File: src/rtl/ibuf_ctrl_pkg.sv
// ============================================================================
// Module   : ibuf_ctrl_pkg
// Purpose  : Shared sizing constants and helpers for the instruction buffer
//            pointer/occupancy controller.
// Revision : 1.0 - initial release
// ============================================================================
`default_nettype none

package ibuf_ctrl_pkg;

  localparam int IBUF_DEPTH = 8;
  localparam int IBUF_PTR_W = 3;
  localparam int IBUF_CNT_W = 4;

  // Number of asserted bits in a two-slot group (0..2).
  function automatic logic [1:0] count2(input logic a, input logic b);
    return {1'b0, a} + {1'b0, b};
  endfunction

endpackage : ibuf_ctrl_pkg

`default_nettype wire

File: src/rtl/ibuf_ctrl_alloc.sv
// ============================================================================
// Module   : ibuf_ctrl_alloc
// Purpose  : Compacts the two IF slots onto consecutive free buffer entries
//            and produces the array write enables and indices.
// Revision : 1.0 - initial release
// ============================================================================
`default_nettype none

module ibuf_ctrl_alloc
  import ibuf_ctrl_pkg::*;
#(
  parameter int PTR_W = IBUF_PTR_W
) (
  input  logic             accept,
  input  logic             receive_flag1,
  input  logic             receive_flag2,
  input  logic [PTR_W-1:0] tail,
  output logic             wr_en1,
  output logic [PTR_W-1:0] wr_idx1,
  output logic             wr_en2,
  output logic [PTR_W-1:0] wr_idx2,
  output logic [1:0]       npush
);

  logic w_take1;
  logic w_take2;

  assign w_take1 = accept & receive_flag1;
  assign w_take2 = accept & receive_flag2;

  assign wr_en1  = w_take1;
  assign wr_en2  = w_take2;
  assign wr_idx1 = tail;
  // Slot 2 slides down onto tail when slot 1 carries nothing.
  assign wr_idx2 = tail + PTR_W'(receive_flag1);
  assign npush   = count2(w_take1, w_take2);

endmodule : ibuf_ctrl_alloc

`default_nettype wire

File: src/rtl/ibuf_ctrl.sv
// ============================================================================
// Module   : ibuf_ctrl
// Purpose  : Head/tail/occupancy and IF/ID handshake controller for the
//            dual-port instruction buffer (storage lives elsewhere).
// Revision : 1.0 - initial release
// ============================================================================
`default_nettype none

module ibuf_ctrl
  import ibuf_ctrl_pkg::*;
#(
  parameter int DEPTH = IBUF_DEPTH,
  parameter int PTR_W = IBUF_PTR_W,
  parameter int CNT_W = IBUF_CNT_W
) (
  input  logic             clk,
  input  logic             rst,
  input  logic             flush,
  input  logic             stop,
  input  logic             receive_flag1,
  input  logic             receive_flag2,
  input  logic             launch_flag1,
  input  logic             launch_flag2,
  output logic             wr_en1,
  output logic [PTR_W-1:0] wr_idx1,
  output logic             wr_en2,
  output logic [PTR_W-1:0] wr_idx2,
  output logic [PTR_W-1:0] rd_idx1,
  output logic [PTR_W-1:0] rd_idx2,
  output logic             sendout_flag1,
  output logic             sendout_flag2,
  output logic             instbuf_full,
  output logic [CNT_W-1:0] count
);

  localparam logic [CNT_W-1:0] c_full_thresh = CNT_W'(DEPTH - 2);

  logic [PTR_W-1:0] r_head;
  logic [PTR_W-1:0] r_tail;
  logic [CNT_W-1:0] r_cnt;

  logic       w_accept;
  logic       w_pop1;
  logic       w_pop2;
  logic [1:0] w_npush;
  logic [1:0] w_npop;

  assign rd_idx1       = r_head;
  assign rd_idx2       = r_head + PTR_W'(1);
  assign sendout_flag1 = (r_cnt != '0);
  assign sendout_flag2 = (r_cnt >= CNT_W'(2));
  // Fewer than two free entries; evaluated on registered occupancy only.
  assign instbuf_full  = (r_cnt > c_full_thresh);
  assign count         = r_cnt;

  assign w_accept = ~instbuf_full & ~stop & ~flush;

  ibuf_ctrl_alloc #(
    .PTR_W (PTR_W)
  ) u_alloc (
    .accept        (w_accept),
    .receive_flag1 (receive_flag1),
    .receive_flag2 (receive_flag2),
    .tail          (r_tail),
    .wr_en1        (wr_en1),
    .wr_idx1       (wr_idx1),
    .wr_en2        (wr_en2),
    .wr_idx2       (wr_idx2),
    .npush         (w_npush)
  );

  // In-order retirement: the second output can only go with the first.
  assign w_pop1 = launch_flag1 & sendout_flag1 & ~stop & ~flush;
  assign w_pop2 = w_pop1 & launch_flag2 & sendout_flag2;
  assign w_npop = count2(w_pop1, w_pop2);

  always_ff @(posedge clk or negedge rst) begin
    if (!rst) begin
      r_head <= '0;
      r_tail <= '0;
      r_cnt  <= '0;
    end else if (flush) begin
      r_head <= '0;
      r_tail <= '0;
      r_cnt  <= '0;
    end else if (!stop) begin
      r_head <= r_head + PTR_W'(w_npop);
      r_tail <= r_tail + PTR_W'(w_npush);
      r_cnt  <= r_cnt + CNT_W'(w_npush) - CNT_W'(w_npop);
    end
  end

endmodule : ibuf_ctrl

`default_nettype wire

File: config.mk
export PLATFORM = sky130hd
export DESIGN_NAME = ibuf_ctrl
export DESIGN_NICKNAME = d
export VERILOG_FILES = /design/src/rtl/ibuf_ctrl_pkg.sv /design/src/rtl/ibuf_ctrl_alloc.sv /design/src/rtl/ibuf_ctrl.sv
export SDC_FILE = /design/constraint.sdc
export NUM_CORES = 1
export LEC_CHECK = 0
export CAP_MARGIN = 20
export CORE_UTILIZATION = 40
export CTS_CLUSTER_DIAMETER = 60
export DETAILED_ROUTE_END_ITERATION = 10
export HOLD_SLACK_MARGIN = 0.1
export PLACE_DENSITY = 0.75
export SLEW_MARGIN = 20
export SYNTH_ARGS = -nofsm -noshare
export SYNTH_HDL_FRONTEND = slang
export SYNTH_SLANG_ARGS = --single-unit
File: constraint.sdc
create_clock -name clk -period 2.8 [get_ports clk]
set_input_delay 0.84 -clock clk [delete_from_list [all_inputs] [get_ports clk]]
set_output_delay 0.84 -clock clk [all_outputs]
set_load 0.05 [all_outputs]
==> impl_metrics.py <==
metrics = {
    "synth": {
        "yosysUniqueCellTypes": 22,
        "postSynthAreaPerCell_um2": 9.70,
        "ys_seq_area_share_pct": 30.3,
        "synth_mux_area_share_pct": 4.86,
        "synthArstFlopShare_pct": 100,
        "ys_seq_elements": 10,
        "synth_edf_count": 0,
        "synth_xor_area_share_pct": 3.19,
        "syn_area_um2": 825,
        "synth_top_flop_cell": "dfrtp_1",
        "synthAdderAreaFrac_pct": 29.4,
        "yosys.area_share.simple_pct": 13.5,
        "synth_top_family_by_area": "adder cells",
        "syn_inst": 85,
        "synth_compound_area_share_pct": 8.65,
        "synth_nets": 110,
        "yosys_warnings": 0,
    },
    "power_and_ir_drop": {
        "power.density_nw_per_um2": 413,
        "switchingPower_mw": 0.249,
        "combPwrFrac_pct": 54.5,
        "ir_worst_vdd_uv": 328,
        "clkPwrFrac_pct": 17.6,
        "netSwitchingFraction_pct": 41.5,
        "power_frac_seq_pct": 27.9,
        "cellInternalPower_mw": 0.352,
        "p_leak_nw": 0.668,
    },
    "cts": {
        "cts_tree": "built",
        "cts-buffers-inserted": 3,
        "clockRootBuffer": "clkbuf_4",
        "cts_max_path_buffers": 2,
        "clk_pin_slew_ns": 0.07,
        "clock_latency_ns": 0.26,
        "clock-sinks": 10,
        "h-tree-depth": 1,
        "holdBufCountCts": 0,
    },
    "setup_path": {
        "crit_path_max_incr_delay_ns": 0.53,
        "cp_data_arrival_time_ns": 2.96,
        "critical_path_class": "flop to flop",
        "path_cells": "inv_4, ha_4, nand2b_4, or2_4, and3_4, ha_4, fa_1, inv_2, fa_2, xor2_1, nor2_1, a211oi_1",
        "path_common_cell": "ha_4",
        "cp-start-kind": "flop",
        "crit_slowest_cell": "fa_1",
        "cp.required_ns": 2.97,
        "endpoint_kind": "flop",
        "cp_max_fo": 3,
    },
    "route": {
        "drt_iter0_drc": 4,
        "vias": 755,
        "drt-vias-per-instance": 4.87,
        "routed_wl_um": 2010,
        "drc": 0,
        "ant_nets": 0,
        "drt-wirelength-per-cell_um": 13.0,
        "dr.pass1.iters": 4,
    },
    "sta": {
        "fin_crit_ns": 2.79,
        "finalHoldViolCount": 0,
        "tightestPinTransition_ns": 0.510,
        "skew_ns": 0.00605,
        "fin_ws_ns": 0.0116,
        "setup_viol": 0,
        "final_max_slew_viol_count": 0,
        "slew_headroom_pct": 66.0,
        "tns_ns": 0,
        "fmax_mhz": 359,
        "timing.final.crit_share_pct": 99.6,
        "rsz0062_at_grt": "true",
    },
    "floorplanning": {
        "die_y_um": 47.4,
        "coreArea_um2": 1940,
        "ios": 29,
        "initial_core_util_pct": 42.5,
        "die_x_um": 47.4,
        "row_count": 16,
        "dieArea_um2": 2250,
    },
    "global_route": {
        "grt_pass1_vias": 713,
        "grt_max_degree": 18,
        "grt_overflow": 0,
        "antenna_found_initial": 0,
        "grt_pass1_wl_um": 2980,
        "grt.total_usage_pct": 19.7,
    },
    "cells_and_area": {
        "fillers": 149,
        "drive_gt1_share_pct": 43.8,
        "instances_no_fill": 155,
        "post-route-util_pct": 74.9,
        "num-nets-final": 154,
        "areaGrowthSynthToFinish_pct": 76.3,
        "n_antenna_cell": 0,
    },
    "placed_design": {
        "place_congestion": 0.818,
        "hpwlAfterDp_um": 1630,
        "preCtsSetupSlack_ns": -0.510,
        "dpl.cell_count": 148,
        "port_buffers": 28,
    },
    "min_path": {
        "hold_class": "flop to flop",
    },
    "run": {
        "maxCapViolations": 0,
    },
    "outcome": {
        "outcome": "finished, final reports clean",
    },
}
routing by layer:
metal	wire length, µm	global-route usage [%]	up-vias
met5	0	0	-
met3	100	3.08	4
met1	802	21.9	364
met2	1080	36.7	20
li1	-	-	367
met4	28	8.57	0
through the flow:
step                      cell area [µm²]  hold slack [ns]  power (mW)
final                                1450            0.590       0.601
after global routing                 1450            0.640       0.632
after CTS                            1410            0.590       0.596
after detailed placement             1390            0.579       0.491
after global placement               1390            0.558       0.484
after floorplan                       966            0.544       0.382
cell type report:
class | count | area [µm²] | share of cell area (%)
Clock buffer | 4 | 26.3 | 1.81
Inverter | 16 | 65.1 | 4.48
Multi-Input combinational cell | 56 | 646 | 44.4
Sequential cell | 10 | 254 | 17.5
Tap cell | 27 | 33.8 | 2.32
Timing Repair Buffer | 42 | 429 | 29.5
power groups by stage:
| stage | Clock (mW) | Combinational (mW) | Sequential, mW |
|---|---|---|---|
| global placement | 0 | 0.316 | 0.167 |
| CTS | 0.108 | 0.324 | 0.165 |
| detailed placement | 0 | 0.323 | 0.168 |
| floorplan | 0 | 0.181 | 0.201 |
| finish | 0.106 | 0.328 | 0.168 |
| global route | 0.114 | 0.349 | 0.169 |
synthesized netlist by cell type (all sizes together) (2+ instances only):
cell	count	area (µm²)
nor2	10	37.5
buf	2	18.8
and3	3	18.8
nand2b	2	12.5
a211oi	2	15.0
dfrtp	10	250
xor2	3	26.3
inv	16	60.1
o21ai	2	10.0
ha	13	163
or3	2	12.5
mux2i	4	40.0
a21oi	5	25.0
fa	4	80.1
logic make-up (layout without fill, tap and decap cells):
group           after synthesis  count (layout)
mux                           4               4
fa+ha+maj                    17              17
xor+xnor                      3               3
compound gates               11              11
simple gates                 21              21
buf+inv                      19              62
flops                        10              10
cell usage in the layout (no fill, tap or decap), drive strengths merged:
| cell type | n |
|---|---|
| or3 | 2 |
| dlygate4sd2 | 1 |
| dlymetal6s2s | 4 |
| ha | 13 |
| fa | 4 |
| nor2 | 10 |
| a2111oi | 1 |
| xor2 | 3 |
| inv | 16 |
| nand3 | 1 |
| clkbuf | 6 |
| o21ai | 2 |
| nand2b | 2 |
| and4 | 1 |
| clkdlybuf4s50 | 14 |
| a21oi | 5 |
| buf | 21 |
| and4b | 1 |
| and3 | 3 |
| mux2i | 4 |
| or2 | 1 |
| dfrtp | 10 |
| a211oi | 2 |
| a31oi | 1 |
repair_timing:
| action | 4_1_cts | 5_1_grt |
|---|---|---|
| pin swaps | 4 | 7 |
| hold endpoints to repair | 0 | 0 |
| gates resized for setup | 5 | 13 |
| setup endpoints to repair | 6 | 4 |
| setup buffers | 0 | 3 |
registers in the layout, indices dropped and copies added (netlist names):
| signal | flops |
|---|---|
| count | 4 |
| r_tail | 3 |
| rd_idx1 | 3 |
worst max-delay path, delay by kind of cell, from the launching register on:
kind	cells	cell delay, ns
AOI/OAI and AO/OA	1	0.21
xor gates and xnor gates	1	0.16
adders and majority gates	4	1.21
buffers and inverters	2	0.16
DFF	1	0.44
and+or+nand+nor	4	0.51
path summary, 6_finish.rpt:
check / from / to / slack (ns) / depth (start not counted)
max: count[3] / count[2] / 0.01 / 12
min: rd_idx1[2] / rd_idx1[2] / 0.59 / 2
max reg2reg: count[3] / count[2] / 0.01 / 12
min reg2reg: rd_idx1[2] / rd_idx1[2] / 0.59 / 2
max in group asynchronous: rst / count[2] / 1.55 / 1
min in group asynchronous: rst / rd_idx1[0] / 0.90 / 1
No activity file was read; power rests on OpenSTA's default activity.
